==> src/rtl/pc_bus_pkg.sv <==
// Shared 8088 bus definitions: status encodings and the wait-state generator
// state type.
package pc_bus_pkg;

  // 8088 S2..S0 status codes (active-low status pins, sampled as-is)
  localparam logic [2:0] ST_INTA    = 3'b000;
  localparam logic [2:0] ST_IOR     = 3'b001;
  localparam logic [2:0] ST_IOW     = 3'b010;
  localparam logic [2:0] ST_HALT    = 3'b011;
  localparam logic [2:0] ST_CODE    = 3'b100;
  localparam logic [2:0] ST_MEMR    = 3'b101;
  localparam logic [2:0] ST_MEMW    = 3'b110;
  localparam logic [2:0] ST_PASSIVE = 3'b111;

  typedef enum logic [2:0] {
    WS_IDLE,
    WS_IO_WAIT,
    WS_CH_WAIT,
    WS_DMA_ARM,
    WS_DMA_SYNC,
    WS_DMA_ACTIVE,
    WS_DMA_RELEASE
  } ws_state_t;

  // True for the two status codes that address I/O space
  function automatic logic is_io_code(input logic [2:0] s);
    return (s == ST_IOR) || (s == ST_IOW);
  endfunction

endpackage

==> src/rtl/wait_state_gen_status_decode.sv <==
// Bus status decoder: spots the passive-to-active transition that marks the
// start of every 8088 bus cycle and classifies the cycle.
module status_decode
  import pc_bus_pkg::*;
(
  input  logic       clk,
  input  logic       reset,
  input  logic [2:0] s_n,
  output logic       cycle_start,
  output logic       is_io,
  output logic       is_passive
);

  logic [2:0] s_q;

  // Keep last clock's status so a 111 -> non-111 change is seen exactly once
  always_ff @(posedge clk) begin
    if (!reset) s_q <= ST_PASSIVE;
    else        s_q <= s_n;
  end

  assign is_passive  = (s_n == ST_PASSIVE);
  assign cycle_start = (s_q == ST_PASSIVE) && !is_passive;
  assign is_io       = is_io_code(s_n);

endmodule

==> src/rtl/wait_state_gen.sv <==
// Ready / wait-state generator feeding rdy1 and aen1 of the 8284A. Inserts
// fixed I/O waits, stretches cycles for slow expansion cards (with a
// timeout), and stalls the CPU while the 8237 owns the bus.
module wait_state_gen
  import pc_bus_pkg::*;
#(
  parameter int unsigned IO_WAITS   = 1,
  parameter int unsigned CH_TIMEOUT = 255,
  parameter int unsigned DMA_SYNC   = 2
) (
  input  logic       clk,
  input  logic       reset,
  input  logic [2:0] s_n,
  input  logic       io_ch_rdy,
  input  logic       lock_n,
  input  logic       dma_req,
  output logic       rdy1,
  output logic       aen1,
  output logic       dma_ack,
  output logic       ch_timeout
);

  localparam bit         IO_WAIT_EN = (IO_WAITS != 0);
  localparam logic [3:0] IO_LOAD    = 4'(IO_WAITS);
  localparam logic [3:0] SYNC_LOAD  = 4'(DMA_SYNC);
  localparam logic [7:0] TMO_LAST   = 8'(CH_TIMEOUT - 1);

  ws_state_t  state;
  logic [3:0] cnt;
  logic [7:0] tcnt;
  logic       cycle_start;
  logic       is_io;
  logic       is_passive;

  status_decode u_decode (
    .clk         (clk),
    .reset       (reset),
    .s_n         (s_n),
    .cycle_start (cycle_start),
    .is_io       (is_io),
    .is_passive  (is_passive)
  );

  // Main controller: state, counters and all registered outputs
  always_ff @(posedge clk) begin
    if (!reset) begin
      state      <= WS_IDLE;
      cnt        <= 4'd0;
      tcnt       <= 8'd0;
      rdy1       <= 1'b1;
      aen1       <= 1'b0;
      dma_ack    <= 1'b0;
      ch_timeout <= 1'b0;
    end else begin
      ch_timeout <= 1'b0;
      case (state)
        WS_IDLE: begin
          rdy1    <= 1'b1;
          aen1    <= 1'b0;
          dma_ack <= 1'b0;
          if (dma_req && lock_n && is_passive) begin
            state <= WS_DMA_ARM;
          end else if (cycle_start && is_io && IO_WAIT_EN) begin
            state <= WS_IO_WAIT;
            cnt   <= IO_LOAD;
            rdy1  <= 1'b0;
          end else if (cycle_start && !io_ch_rdy) begin
            state <= WS_CH_WAIT;
            tcnt  <= 8'd0;
            rdy1  <= 1'b0;
          end
        end

        WS_IO_WAIT: begin
          if (cnt == 4'd1) begin
            if (!io_ch_rdy) begin
              state <= WS_CH_WAIT;
              tcnt  <= 8'd0;
            end else begin
              state <= WS_IDLE;
              rdy1  <= 1'b1;
            end
          end else begin
            cnt <= cnt - 4'd1;
          end
        end

        WS_CH_WAIT: begin
          if (io_ch_rdy) begin
            state <= WS_IDLE;
            rdy1  <= 1'b1;
          end else if (tcnt == TMO_LAST) begin
            state      <= WS_IDLE;
            rdy1       <= 1'b1;
            ch_timeout <= 1'b1;
          end else if (tcnt != 8'hFF) begin
            tcnt <= tcnt + 8'd1;
          end
        end

        WS_DMA_ARM: begin
          if (!dma_req) begin
            state <= WS_IDLE;
          end else if (cycle_start) begin
            state <= WS_DMA_SYNC;
            cnt   <= SYNC_LOAD;
            rdy1  <= 1'b0;
            aen1  <= 1'b1;
          end
        end

        WS_DMA_SYNC: begin
          if (cnt == 4'd1) begin
            state   <= WS_DMA_ACTIVE;
            dma_ack <= 1'b1;
          end else begin
            cnt <= cnt - 4'd1;
          end
        end

        WS_DMA_ACTIVE: begin
          if (!dma_req) begin
            state   <= WS_DMA_RELEASE;
            dma_ack <= 1'b0;
          end
        end

        WS_DMA_RELEASE: begin
          state <= WS_IDLE;
          aen1  <= 1'b0;
          rdy1  <= 1'b1;
        end

        default: begin
          state   <= WS_IDLE;
          rdy1    <= 1'b1;
          aen1    <= 1'b0;
          dma_ack <= 1'b0;
        end
      endcase
    end
  end

endmodule

==> config.mk <==
export PLATFORM = sky130hd
export DESIGN_NAME = wait_state_gen
export DESIGN_NICKNAME = d
export VERILOG_FILES = /design/src/rtl/pc_bus_pkg.sv /design/src/rtl/wait_state_gen_status_decode.sv /design/src/rtl/wait_state_gen.sv
export SDC_FILE = /design/constraint.sdc
export NUM_CORES = 1
export LEC_CHECK = 0
export BUFFER_PORTS_ARGS = -buffer_cell sky130_fd_sc_hd__buf_2
export CAP_MARGIN = 15
export CORE_MARGIN = 10
export CORE_UTILIZATION = 50
export CTS_CLUSTER_DIAMETER = 80
export DETAILED_ROUTE_END_ITERATION = 6
export PLACE_DENSITY = 0.69
export SLEW_MARGIN = 15
export SYNTH_ARGS = -nofsm -noshare
export SYNTH_HDL_FRONTEND = slang
export SYNTH_SLANG_ARGS = --single-unit
==> constraint.sdc <==
create_clock -name clk -period 2.7 [get_ports clk]
set_input_delay 0.54 -clock clk [delete_from_list [all_inputs] [get_ports clk]]
set_output_delay 0.54 -clock clk [all_outputs]
set_load 0.01 [all_outputs]
==> run summary <==
run status -> finished clean
Routed WL per cell -> 14.8 um
pin count of the biggest net entering global routing -> 30
Placed Instances -> 224
drt initial violations -> 167
path depth of the worst reg2reg path -> 6
WP data required -> 2950 ps
via/cell ratio -> 6.20
average cell area after synthesis -> 7.70 um2
total half-perimeter wirelength after legalization and detailed placement -> 2520 um
final sum of negative setup slack -> 0 ps
sequential cell area fraction in the yosys report -> 31.1%
Core Footprint -> 0.00273 mm2
height of the die -> 73.2 um
portion of total power attributed to the clock network -> 25.3%
final critical-path required period -> 2410 ps
total track usage -> 13.3%
Min-Delay Path Class -> input port to flip-flop
ANT nets after route -> 0
instance count along the most critical hold path -> 2
fraction of synthesis flops using an asynchronous set or reset pin -> 0%
Worst Skew -> 4.16 ps
number of register bits inferred by synthesis -> 22
synthesis-to-layout area growth -> 10.2%
count of placed standard cells in the final layout, fillers left out -> 228
Worst Setup Start Kind -> flip-flop
Antenna diodes -> 0
H-tree lvl count -> 1
worst reg2reg setup slack -> 290 ps
clock-pin transition on the worst setup and hold timing paths -> 120 ps
measured slew at the worst slew-check pin -> 482 ps
TritonCTS Buffers -> 3
total net switching power -> 0.225 mW
CTS tree -> done
filler instances -> 255
number of iterations in the first detailed-routing pass -> 4
main flop type after synthesis -> sky130_fd_sc_hd__dfxtp_1
power per unit of standard cell area -> 465 mW/mm2
Detailed Route WL -> 3380 um
Finished Core Util -> 57.1%
global route overflow -> 0
Port Buf Inserts -> 11
via count of the first global-routing pass -> 1,303
worst slew slack as a fraction of its limit -> 67.4%
endpoint kind of the worst setup timing path -> flip-flop
Crit Path Category -> flip-flop to flip-flop
unique cell type count in the Yosys netlist -> 47
final count of pins violating max slew -> 0
total length of routed met3 wires -> 210 um
Via Count -> 1,414
Post-synth EDFFs -> 0
post-synthesis cell area -> 0.00142 mm2
wire length of the first global-routing pass -> 5910 um
endpoint of the lowest-slack register-to-register path -> tcnt[7]
Sequential Power Share -> 48.0%
detailed-routing wirelength on met1 -> 1580 um
GPL Wtd Cong -> 0.847
Total Die Area -> 0.00536 mm2
top-count cell post-synth -> sky130_fd_sc_hd__nand2_1
count of final setup violators -> 0
Hold Worst Slack -> 479 ps
share of layout cells above drive strength 1 -> 13.2%
proportion of total power due to net switching -> 30.9%
Syn Inst Count -> 184
hold buffer count at CTS -> 0
Hold Startpoint -> s_n[0]
clock insertion delay at the later pin of the skew report -> 310 ps
cell row count -> 19
worst vdd ir -> 0.286 mV
Resized cells post-CTS -> 0
Yosys warning total -> 0
number of clock sinks -> 22
die span in x -> 73.2 um
cell taking the most area after synthesis -> sky130_fd_sc_hd__dfxtp_1
CTS Buffer Depth -> 2
Hold Path Sink -> u_decode.s_q[0]
most area-consuming cells after synthesis -> sky130_fd_sc_hd__dfxtp_1 (31%), sky130_fd_sc_hd__nand2_1 (7.2%), sky130_fd_sc_hd__ha_1 (3.5%), sky130_fd_sc_hd__nand2b_1 (3.5%), sky130_fd_sc_hd__o21ai_0 (3.2%)
relative contribution of combinational cells to total power -> 26.7%
Max Clock Freq -> 415 MHz
met2 routed wirelength -> 1550 um
Hold Fails Final Rpt -> 0
IO Pins -> 12
area occupied by multi-input gates -> 912 um2
number of nets in the layout -> 210
setup repair after global routing missed its margin -> false
max-cap violations -> 0
# DRC -> 0
Reg2Reg Launch Point -> cnt[0]
clock tree root driver cell -> sky130_fd_sc_hd__clkbuf_4
top layer used by detailed routing -> met4
Starting Density -> 51.8%
postcts setup bufs -> 0
list of most frequent post-synthesis cells -> sky130_fd_sc_hd__nand2_1 (27), sky130_fd_sc_hd__dfxtp_1 (22), sky130_fd_sc_hd__nor2_1 (10), sky130_fd_sc_hd__inv_1 (9), sky130_fd_sc_hd__o21ai_0 (9)
arrival time at the worst endpoint -> 2660 ps
Static Leakage -> 0.599 nW
net count of the mapped netlist -> 196
Yosys top cell area share -> 31.1%
sequential standard cell area -> 440 um2
final clock period utilization by the worst path -> 89.2%
number of antenna violations at the first check in global routing -> 0
Crit Path Max Fanout -> 5
Internal Power -> 0.502 mW
power groups by stage:
stage	logic [mW]	clock network [mW]	registers (mW)
after floorplan	0.136	0	0.355
after global placement	0.190	0	0.355
after detailed placement	0.191	0	0.356
after CTS	0.193	0.194	0.349
after global routing	0.218	0.207	0.351
final	0.194	0.184	0.349
worst max-delay path, cell delays in order (launching register included):
cell and delay [ps]:
sky130_fd_sc_hd__dfxtp_1 410, sky130_fd_sc_hd__ha_1 210, sky130_fd_sc_hd__or4b_1 470, sky130_fd_sc_hd__a211o_1 340, sky130_fd_sc_hd__or3_4 410, sky130_fd_sc_hd__or4_1 440
sky130_fd_sc_hd__o211ai_2 80
cell families (layout without fill, tap and decap cells):
logic type      after synthesis  after routing  synth area share (%)
fa+ha+maj                     4              4                  3.53
flops                        22             22                  31.1
xor+xnor                      1              1                 0.618
simple gates                 88             88                  33.0
compound gates               49             49                  25.1
mux                           3              3                  2.12
buf+inv                      17             30                  4.51
stage by stage:
stage | total power, mW | instance area (um2) | setup WS, ps
2_1_floorplan | 0.491 | 1420 | 463
3_3_place_gp | 0.545 | 1530 | 390
5_1_grt | 0.776 | 1560 | 228
6_report | 0.726 | 1560 | 293
4_1_cts | 0.735 | 1560 | 302
3_5_place_dp | 0.547 | 1530 | 335
layout make-up:
class / count / area share (%)
multi-input combinational: 145 / 58.4
clock buffer: 4 / 2.32
tap: 31 / 2.48
timing repair buffer: 17 / 6.41
sequential: 22 / 28.2
inverter: 9 / 2.16
layer usage:
metal | vias up | GRT usage, %
li1 | 709 | -
met1 | 660 | 17.1
met2 | 41 | 20.4
met3 | 4 | 3.27
met4 | 0 | 5.91
met5 | - | 0
flip-flops by register name (all words and copies together), names as in the netlist:
signal        count
tcnt              8
dma_ack           1
ch_timeout        1
aen1              1
state             3
u_decode.s_q      3
rdy1              1
cnt               4
worst max-delay path by stage:
stage | start | end | cells past startpoint
final | cnt[0] | tcnt[7] | 6
after detailed placement | cnt[0] | tcnt[7] | 6
after floorplan | cnt[1] | tcnt[7] | 7
after global routing | cnt[0] | tcnt[7] | 6
after global placement | cnt[1] | tcnt[7] | 7
after CTS | cnt[0] | tcnt[7] | 6
layout by cell type, fill, tap and decap left out, drive strengths merged, types with 4 or more instances in the layout:
master,netlist,layout
a21oi,4,4
nand3,5,5
o21ai,9,9
dfxtp,22,22
nand4,5,5
nor2b,5,5
a31oi,5,5
nor2,10,10
buf,0,17
nand2,27,27
clkbuf,8,4
nand2b,8,8
inv,9,9
nor3,7,7
o22ai,4,4
ha,4,4
No activity file was read; power rests on OpenSTA's default activity.
